**config.mk**
```make
export PLATFORM = sky130hd
export DESIGN_NAME = cpu_run_ctrl_flat
export DESIGN_NICKNAME = d
export VERILOG_FILES = /design/src/rtl/cpu_dbg_pkg.sv /design/src/rtl/cpu_run_ctrl_if.sv /design/src/rtl/btn_debounce.sv /design/src/rtl/cpu_run_ctrl.sv /design/src/flat_wrapper.sv
export SDC_FILE = /design/constraint.sdc
export NUM_CORES = 1
export LEC_CHECK = 0
export BUFFER_PORTS_ARGS = -buffer_cell sky130_fd_sc_hd__buf_2
export CORE_MARGIN = 2
export CORE_UTILIZATION = 57
export DETAILED_ROUTE_END_ITERATION = 10
export PLACE_DENSITY = 0.76
export SLEW_MARGIN = 20
export SYNTH_ARGS = -nofsm -noshare
export SYNTH_HDL_FRONTEND = slang
export SYNTH_SLANG_ARGS = --single-unit
```
**constraint.sdc**
```tcl
create_clock -name CLK100MHZ -period 4 [get_ports CLK100MHZ]
set_input_delay 0.4 -clock CLK100MHZ [delete_from_list [all_inputs] [get_ports CLK100MHZ]]
set_output_delay 0.4 -clock CLK100MHZ [all_outputs]
set_load 0.1 [all_outputs]
```
**src/rtl/cpu_dbg_pkg.sv**
```systemverilog
// Run-control state encodings shared by the run controller and the board LED decoder.
package cpu_dbg_pkg;

  localparam int STATE_W = 2;

  typedef enum logic [STATE_W-1:0] {
    ST_RESET  = 2'b00,
    ST_PAUSED = 2'b01,
    ST_RUN    = 2'b10,
    ST_PACED  = 2'b11
  } run_state_e;

  // Observation bundle: FSM state plus the three debounced input levels.
  typedef struct packed {
    run_state_e state;
    logic       run_lvl;
    logic       step_lvl;
    logic       pace_lvl;
  } dbg_t;

endpackage

```
**src/rtl/cpu_run_ctrl_if.sv**
```systemverilog
// Board-side bundle between the raw buttons/switch, the run controller and the CPU core.
interface cpu_run_ctrl_if;

  // No valid/ready handshake here: buttons and switch are raw levels, CPU_RST_N/HALT
  // are levels, and STEP_PULSE is a one-cycle strobe the consumer cannot back-pressure.
  logic                             BTN_RUN;
  logic                             BTN_STEP;
  logic                             SW_PACE;
  logic                             CPU_RST_N;
  logic                             HALT;
  logic                             STEP_PULSE;
  logic [cpu_dbg_pkg::STATE_W-1:0]  STATE;
  cpu_dbg_pkg::dbg_t                DBG;

  modport master (
    output BTN_RUN, BTN_STEP, SW_PACE,
    input  CPU_RST_N, HALT, STEP_PULSE, STATE, DBG
  );

  modport slave (
    input  BTN_RUN, BTN_STEP, SW_PACE,
    output CPU_RST_N, HALT, STEP_PULSE, STATE, DBG
  );

endinterface

```
**src/rtl/btn_debounce.sv**
```systemverilog
// Two-flop synchroniser plus stability counter for one raw button or switch.
module btn_debounce #(
  parameter int DEBOUNCE_CYCLES = 1000000,
  parameter int CNT_W           = 26
) (
  input  logic clk_i,
  input  logic rst_i,
  input  logic raw_i,
  output logic level,
  output logic rise
);

  localparam logic [CNT_W-1:0] CNT_LAST = CNT_W'(DEBOUNCE_CYCLES - 1);

  logic             sync1_q;
  logic             sync2_q;
  logic             level_q;
  logic             rise_q;
  logic [CNT_W-1:0] cnt_q;

  // cnt_q counts consecutive cycles the synchronised input disagrees with level_q.
  always_ff @(posedge clk_i or posedge rst_i) begin
    if (rst_i) begin
      sync1_q <= 1'b0;
      sync2_q <= 1'b0;
      level_q <= 1'b0;
      rise_q  <= 1'b0;
      cnt_q   <= '0;
    end else begin
      sync1_q <= raw_i;
      sync2_q <= sync1_q;
      rise_q  <= 1'b0;
      if (sync2_q == level_q) begin
        cnt_q <= '0;
      end else if (cnt_q == CNT_LAST) begin
        cnt_q   <= '0;
        level_q <= sync2_q;
        rise_q  <= sync2_q;
      end else begin
        cnt_q <= cnt_q + CNT_W'(1);
      end
    end
  end

  assign level = level_q;
  assign rise  = rise_q;

endmodule

```
**src/rtl/cpu_run_ctrl.sv**
```systemverilog
// Run controller owning the CPU reset and halt: free-run, paced ticks, or paused single-step.
module cpu_run_ctrl
  import cpu_dbg_pkg::*;
#(
  parameter int TICK_DIV        = 50000000,
  parameter int DEBOUNCE_CYCLES = 1000000,
  parameter int RESET_HOLD      = 16,
  parameter int CNT_W           = 26
) (
  input  logic          CLK100MHZ,
  input  logic          RST,
  cpu_run_ctrl_if.slave bus
);

  localparam logic [CNT_W-1:0] HOLD_LAST = CNT_W'(RESET_HOLD - 1);
  localparam logic [CNT_W-1:0] TICK_LAST = CNT_W'(TICK_DIV - 1);
  localparam logic [CNT_W-1:0] TICK_PRE  = CNT_W'(TICK_DIV - 2);

  logic run_level, run_rise;
  logic step_level, step_rise;
  logic pace_level, pace_rise;

  btn_debounce #(.DEBOUNCE_CYCLES(DEBOUNCE_CYCLES), .CNT_W(CNT_W)) u_run (
    .clk_i(CLK100MHZ), .rst_i(RST), .raw_i(bus.BTN_RUN),
    .level(run_level), .rise(run_rise)
  );

  btn_debounce #(.DEBOUNCE_CYCLES(DEBOUNCE_CYCLES), .CNT_W(CNT_W)) u_step (
    .clk_i(CLK100MHZ), .rst_i(RST), .raw_i(bus.BTN_STEP),
    .level(step_level), .rise(step_rise)
  );

  btn_debounce #(.DEBOUNCE_CYCLES(DEBOUNCE_CYCLES), .CNT_W(CNT_W)) u_pace (
    .clk_i(CLK100MHZ), .rst_i(RST), .raw_i(bus.SW_PACE),
    .level(pace_level), .rise(pace_rise)
  );

  run_state_e       state_q;
  logic [CNT_W-1:0] hold_q;
  logic [CNT_W-1:0] tick_q;
  logic             rst_n_q;
  logic             halt_q;
  logic             step_q;

  // halt_q/step_q are computed one cycle ahead so they line up with tick_q == TICK_LAST.
  always_ff @(posedge CLK100MHZ or posedge RST) begin
    if (RST) begin
      state_q <= ST_RESET;
      hold_q  <= '0;
      tick_q  <= '0;
      rst_n_q <= 1'b0;
      halt_q  <= 1'b1;
      step_q  <= 1'b0;
    end else begin
      halt_q <= 1'b1;
      step_q <= 1'b0;
      tick_q <= '0;
      hold_q <= '0;
      unique case (state_q)
        ST_RESET: begin
          if (!rst_n_q) begin
            hold_q <= hold_q + CNT_W'(1);
            if (hold_q == HOLD_LAST) rst_n_q <= 1'b1;
          end else begin
            state_q <= ST_PAUSED;
          end
        end
        ST_PAUSED: begin
          if (run_rise) begin
            state_q <= pace_level ? ST_PACED : ST_RUN;
            halt_q  <= pace_level;
          end else if (step_rise) begin
            halt_q <= 1'b0;
            step_q <= 1'b1;
          end
        end
        ST_RUN: begin
          if (run_rise) begin
            state_q <= ST_PAUSED;
          end else if (pace_rise) begin
            state_q <= ST_PACED;
          end else begin
            halt_q <= 1'b0;
          end
        end
        ST_PACED: begin
          if (run_rise) begin
            state_q <= ST_PAUSED;
          end else if (!pace_level) begin
            state_q <= ST_RUN;
            halt_q  <= 1'b0;
          end else begin
            tick_q <= (tick_q == TICK_LAST) ? '0 : tick_q + CNT_W'(1);
            if (tick_q == TICK_PRE) begin
              halt_q <= 1'b0;
              step_q <= 1'b1;
            end
          end
        end
      endcase
    end
  end

  assign bus.CPU_RST_N  = rst_n_q;
  assign bus.HALT       = halt_q;
  assign bus.STEP_PULSE = step_q;
  assign bus.STATE      = state_q;
  assign bus.DBG        = '{state: state_q, run_lvl: run_level,
                            step_lvl: step_level, pace_lvl: pace_level};

endmodule
```
**src/flat_wrapper.sv**
```systemverilog
// flat-port wrapper written by rule: the top's interface ports become plain ports
module cpu_run_ctrl_flat import cpu_dbg_pkg::*;
#(
  parameter int TICK_DIV        = 50000000,
  parameter int DEBOUNCE_CYCLES = 1000000,
  parameter int RESET_HOLD      = 16,
  parameter int CNT_W           = 26
)
  (CLK100MHZ, RST, bus_BTN_RUN, bus_BTN_STEP, bus_SW_PACE, bus_CPU_RST_N, bus_HALT, bus_STEP_PULSE, bus_STATE, bus_DBG);
  cpu_run_ctrl_if bus_i ();
  input  logic CLK100MHZ;
  input  logic RST;
  input wire logic [$bits(bus_i.BTN_RUN)-1:0] bus_BTN_RUN;
  input wire logic [$bits(bus_i.BTN_STEP)-1:0] bus_BTN_STEP;
  input wire logic [$bits(bus_i.SW_PACE)-1:0] bus_SW_PACE;
  output wire logic [$bits(bus_i.CPU_RST_N)-1:0] bus_CPU_RST_N;
  output wire logic [$bits(bus_i.HALT)-1:0] bus_HALT;
  output wire logic [$bits(bus_i.STEP_PULSE)-1:0] bus_STEP_PULSE;
  output wire logic [$bits(bus_i.STATE)-1:0] bus_STATE;
  output wire logic [$bits(bus_i.DBG)-1:0] bus_DBG;
  assign bus_i.BTN_RUN = bus_BTN_RUN;
  assign bus_i.BTN_STEP = bus_BTN_STEP;
  assign bus_i.SW_PACE = bus_SW_PACE;
  assign bus_CPU_RST_N = bus_i.CPU_RST_N;
  assign bus_HALT = bus_i.HALT;
  assign bus_STEP_PULSE = bus_i.STEP_PULSE;
  assign bus_STATE = bus_i.STATE;
  assign bus_DBG = bus_i.DBG;
  cpu_run_ctrl #(.TICK_DIV(TICK_DIV), .DEBOUNCE_CYCLES(DEBOUNCE_CYCLES), .RESET_HOLD(RESET_HOLD), .CNT_W(CNT_W)) u_core (.CLK100MHZ(CLK100MHZ), .RST(RST), .bus(bus_i));
endmodule
```
==> results.yml <==
floorplanning:
  die_area_um2: 13820
  start_util_pct: 58.23
  die_w_um: 117.5
  pin_count: 15
  rows: 41
  core_area_um2: 12620
  die_h_um: 117.5
detailed_routing:
  dr.pass1.iters: 5
  routed_via_density: 6.080
  avgRoutedWirePerCell_um: 15.35
  ant_nets: 0
  drc_errors: 0
  drtIter0Drc: 373
  num_vias: 5758
  wirelength_um: 14540
setup_path:
  required_ns: 4.26
  worstSetupPathType: "flop to flop"
  critPathLaunchType: "flop"
  cp_max_fo: 25
  r2r_setup_slack_ns: 1.59
  critical-path-slowest-cell: "a41o_1"
  cp-end-kind: "flop"
  crit_path_cell_trace: "or4b_2 -> nor4_1 -> a41o_1 -> nor2_1"
  crit_arrival_ns: 2.67
  critPathMaxStageDelay_ns: 0.79
grt:
  grt_max_degree: 114
  grt-ovfl-total: 0
  grt_pass1_vias: 5479
  grt_usage_pct: 22.06
  grt_pass1_wl_um: 25300
  antenna_found_initial: 0
run_status:
  status: "finished clean"
synth:
  synth_flop_cell: "dfrtp_1"
  yosys_warnings: 0
  synthArstFlopShare_pct: 100.0
  synth.net_count: 770
  synth_cell_type_count: 48
  synth-seq-area-share_pct: 50.08
  synth_edf_count: 0
  synth_area_um2: 7348
  synthCells: 759
  synth-seq-cells: 147
  synth.avg_cell_area_um2: 9.682
sta:
  fin_tns_setup_ns: 0
  tightestPinTransition_ns: 0.9015
  grt_setup_unrepaired: "no"
  period_minus_slack_ns: 2.407
  maxSlewHeadroom_pct: 39.90
  min_period_over_period_pct: 60.19
  skew_ns: 0.006445
  fmax_mhz: 415.4
  hold_viol: 0
  final_max_slew_viol_count: 0
  finalSetupViolCount: 0
placed_design:
  finalWeightedCongestion: 0.8390
  placedCellCount: 916
  dp_hpwl_um: 9566
  portBuffers: 14
cells_and_area:
  nFillCells: 1026
  diodes: 0
  utilization_pct: 64.18
  multi_input_area_um2: 3422
  drive_gt1_share_pct: 8.516
  nets: 774
  final-instance-count-excl-fill: 947
  regArea_um2: 3680
  areaGrowthSynthToFinish_pct: 10.22
clock_tree:
  cts.sinks: 147
  cts.path.max_buffers: 2
  post_cts_buffers: 0
  cts_buffers: 17
  postCtsHoldBufs: 0
  clkTransAtPathRegs_ns: 0.05
  cts_root_buf: "clkbuf_16"
  cts_resized: 0
  htree_num_levels: 4
  insertion_delay_ns: 0.42
  cts_tree: "yes"
hold_path:
  hp-class: "input pin to flop"
power:
  leakagePower_uw: 0.003115
  powerDensity_nw_per_um2: 381.9
  vdd_drop_max_v: 0.0002678
job:
  maxCapViolations: 0
==> final timing paths <==
kind | start | end | cells past startpoint
min in group asynchronous | RST | u_core.u_step.cnt_q[3] | 2
min | bus_BTN_RUN | u_core.u_run.sync1_q | 1
max reg2reg | u_core.u_step.cnt_q[15] | u_core.u_step.cnt_q[3] | 4
min reg2reg | u_core.u_run.sync1_q | u_core.u_run.sync2_q | 0
max in group asynchronous | RST | u_core.bus.HALT | 3
max | u_core.u_step.cnt_q[15] | u_core.u_step.cnt_q[3] | 4
==> cells in the final DEF (no fill, tap or decap), types with 17 or more instances in the layout <==
master,Yosys,layout
a21oi_1,53,53
o21ai_0,33,33
nand4_1,40,40
inv_1,26,25
xnor2_1,42,42
nor2_1,84,84
or4_1,29,29
dfrtp_1,146,146
nand2_1,38,38
or3_1,31,31
nor4_1,26,26
xor2_1,29,29
clkbuf_16,0,17
o31ai_1,22,21
nand3_1,42,42
==> cell usage after synthesis (2+ instances only) <==
library cell    n  share of area, %
dfrtp_1       146                50
nor2_1         84               4.3
a21oi_1        53               3.6
nand3_1        42               2.9
xnor2_1        42               5.0
nand4_1        40               3.4
nand2_1        38               1.9
o21ai_0        33               2.2
or3_1          31               2.6
or4_1          29               3.0
xor2_1         29               3.5
inv_1          26               1.3
nor4_1         26               2.2
o31ai_1        22               2.2
clkbuf_1       19              0.97
and4_1         16               1.9
nor3_1         14              0.95
and3_1          9              0.77
buf_2           8              0.54
ha_1            6               1.0
buf_4           5              0.51
nor4b_1         5              0.60
mux2_2          3              0.46
nand2b_1        3              0.26
nand4_2         3              0.51
nand4b_1        2              0.24
o31ai_2         2              0.34
or2_2           2              0.17
or4_4           2              0.31
==> logic make-up (layout without fill, tap and decap cells) <==
group | after synthesis | in the layout | synth area share [%]
flops | 147 | 147 | 50.08
compound gates | 118 | 118 | 9.331
buf+inv | 59 | 75 | 3.422
xor+xnor | 71 | 71 | 8.462
fa+ha+maj | 6 | 6 | 1.022
mux | 3 | 3 | 0.4597
simple gates | 355 | 355 | 27.23
==> through the flow <==
step	worst slack, ns	area, µm²	power [µW]	hold slack (ns)
final	1.593	8099	3093	0.08744
after CTS	1.594	8099	3119	0.07406
after global routing	1.355	8099	3203	0.07314
after floorplan	1.754	7352	1581	0.3312
after global placement	1.677	7531	1597	0.3367
after detailed placement	1.602	7531	1601	0.3386
==> registers in the layout (all words and copies together) (netlist names) <==
name / cells
u_core.hold_q: 26
u_core.tick_q: 26
u_core.u_pace.cnt_q: 26
u_core.u_run.cnt_q: 26
u_core.u_step.cnt_q: 26
u_core.bus.STATE: 2
u_core.bus.CPU_RST_N: 1
u_core.bus.HALT: 1
u_core.bus.STEP_PULSE: 1
u_core.u_pace.level: 1
u_core.u_pace.rise: 1
u_core.u_pace.sync1_q: 1
u_core.u_pace.sync2_q: 1
u_core.u_run.level: 1
u_core.u_run.rise: 1
u_core.u_run.sync1_q: 1
u_core.u_run.sync2_q: 1
u_core.u_step.level: 1
u_core.u_step.rise: 1
u_core.u_step.sync1_q: 1
u_core.u_step.sync2_q: 1
==> routing by layer <==
layer | wire (µm) | global-route usage, % | vias up
li1 | - | - | 2784
met1 | 6842 | 29.80 | 2863
met2 | 7043 | 35.56 | 95
met3 | 481 | 5.039 | 16
met4 | 169 | 7.229 | 0
met5 | 0 | 0 | -
==> power breakdown <==
| group | switching [µW] | internal [µW] |
|---|---|---|
| clock network | 571 | 948 |
| registers | 11.5 | 1500 |
| logic | 49.0 | 14.2 |
| total | 632 | 2460 |
==> layout make-up <==
type,instances,share of cell area (%)
Clock inverter,4,0.5562
Inverter,26,1.251
Timing Repair Buffer,18,1.390
Multi-Input combinational cell,553,42.25
Sequential cell,147,45.43
Clock buffer,27,6.458
Tap cell,172,2.657
==> worst max-delay path, delay by kind of cell, from the launching register on <==
| kind | cells | cell delay [ns] |
|---|---|---|
| AND/OR/NAND/NOR | 3 | 1.06 |
| AO/OA/AOI/OAI | 1 | 0.79 |
| flip-flops | 1 | 0.39 |
No activity file was read; power rests on OpenSTA's default activity.
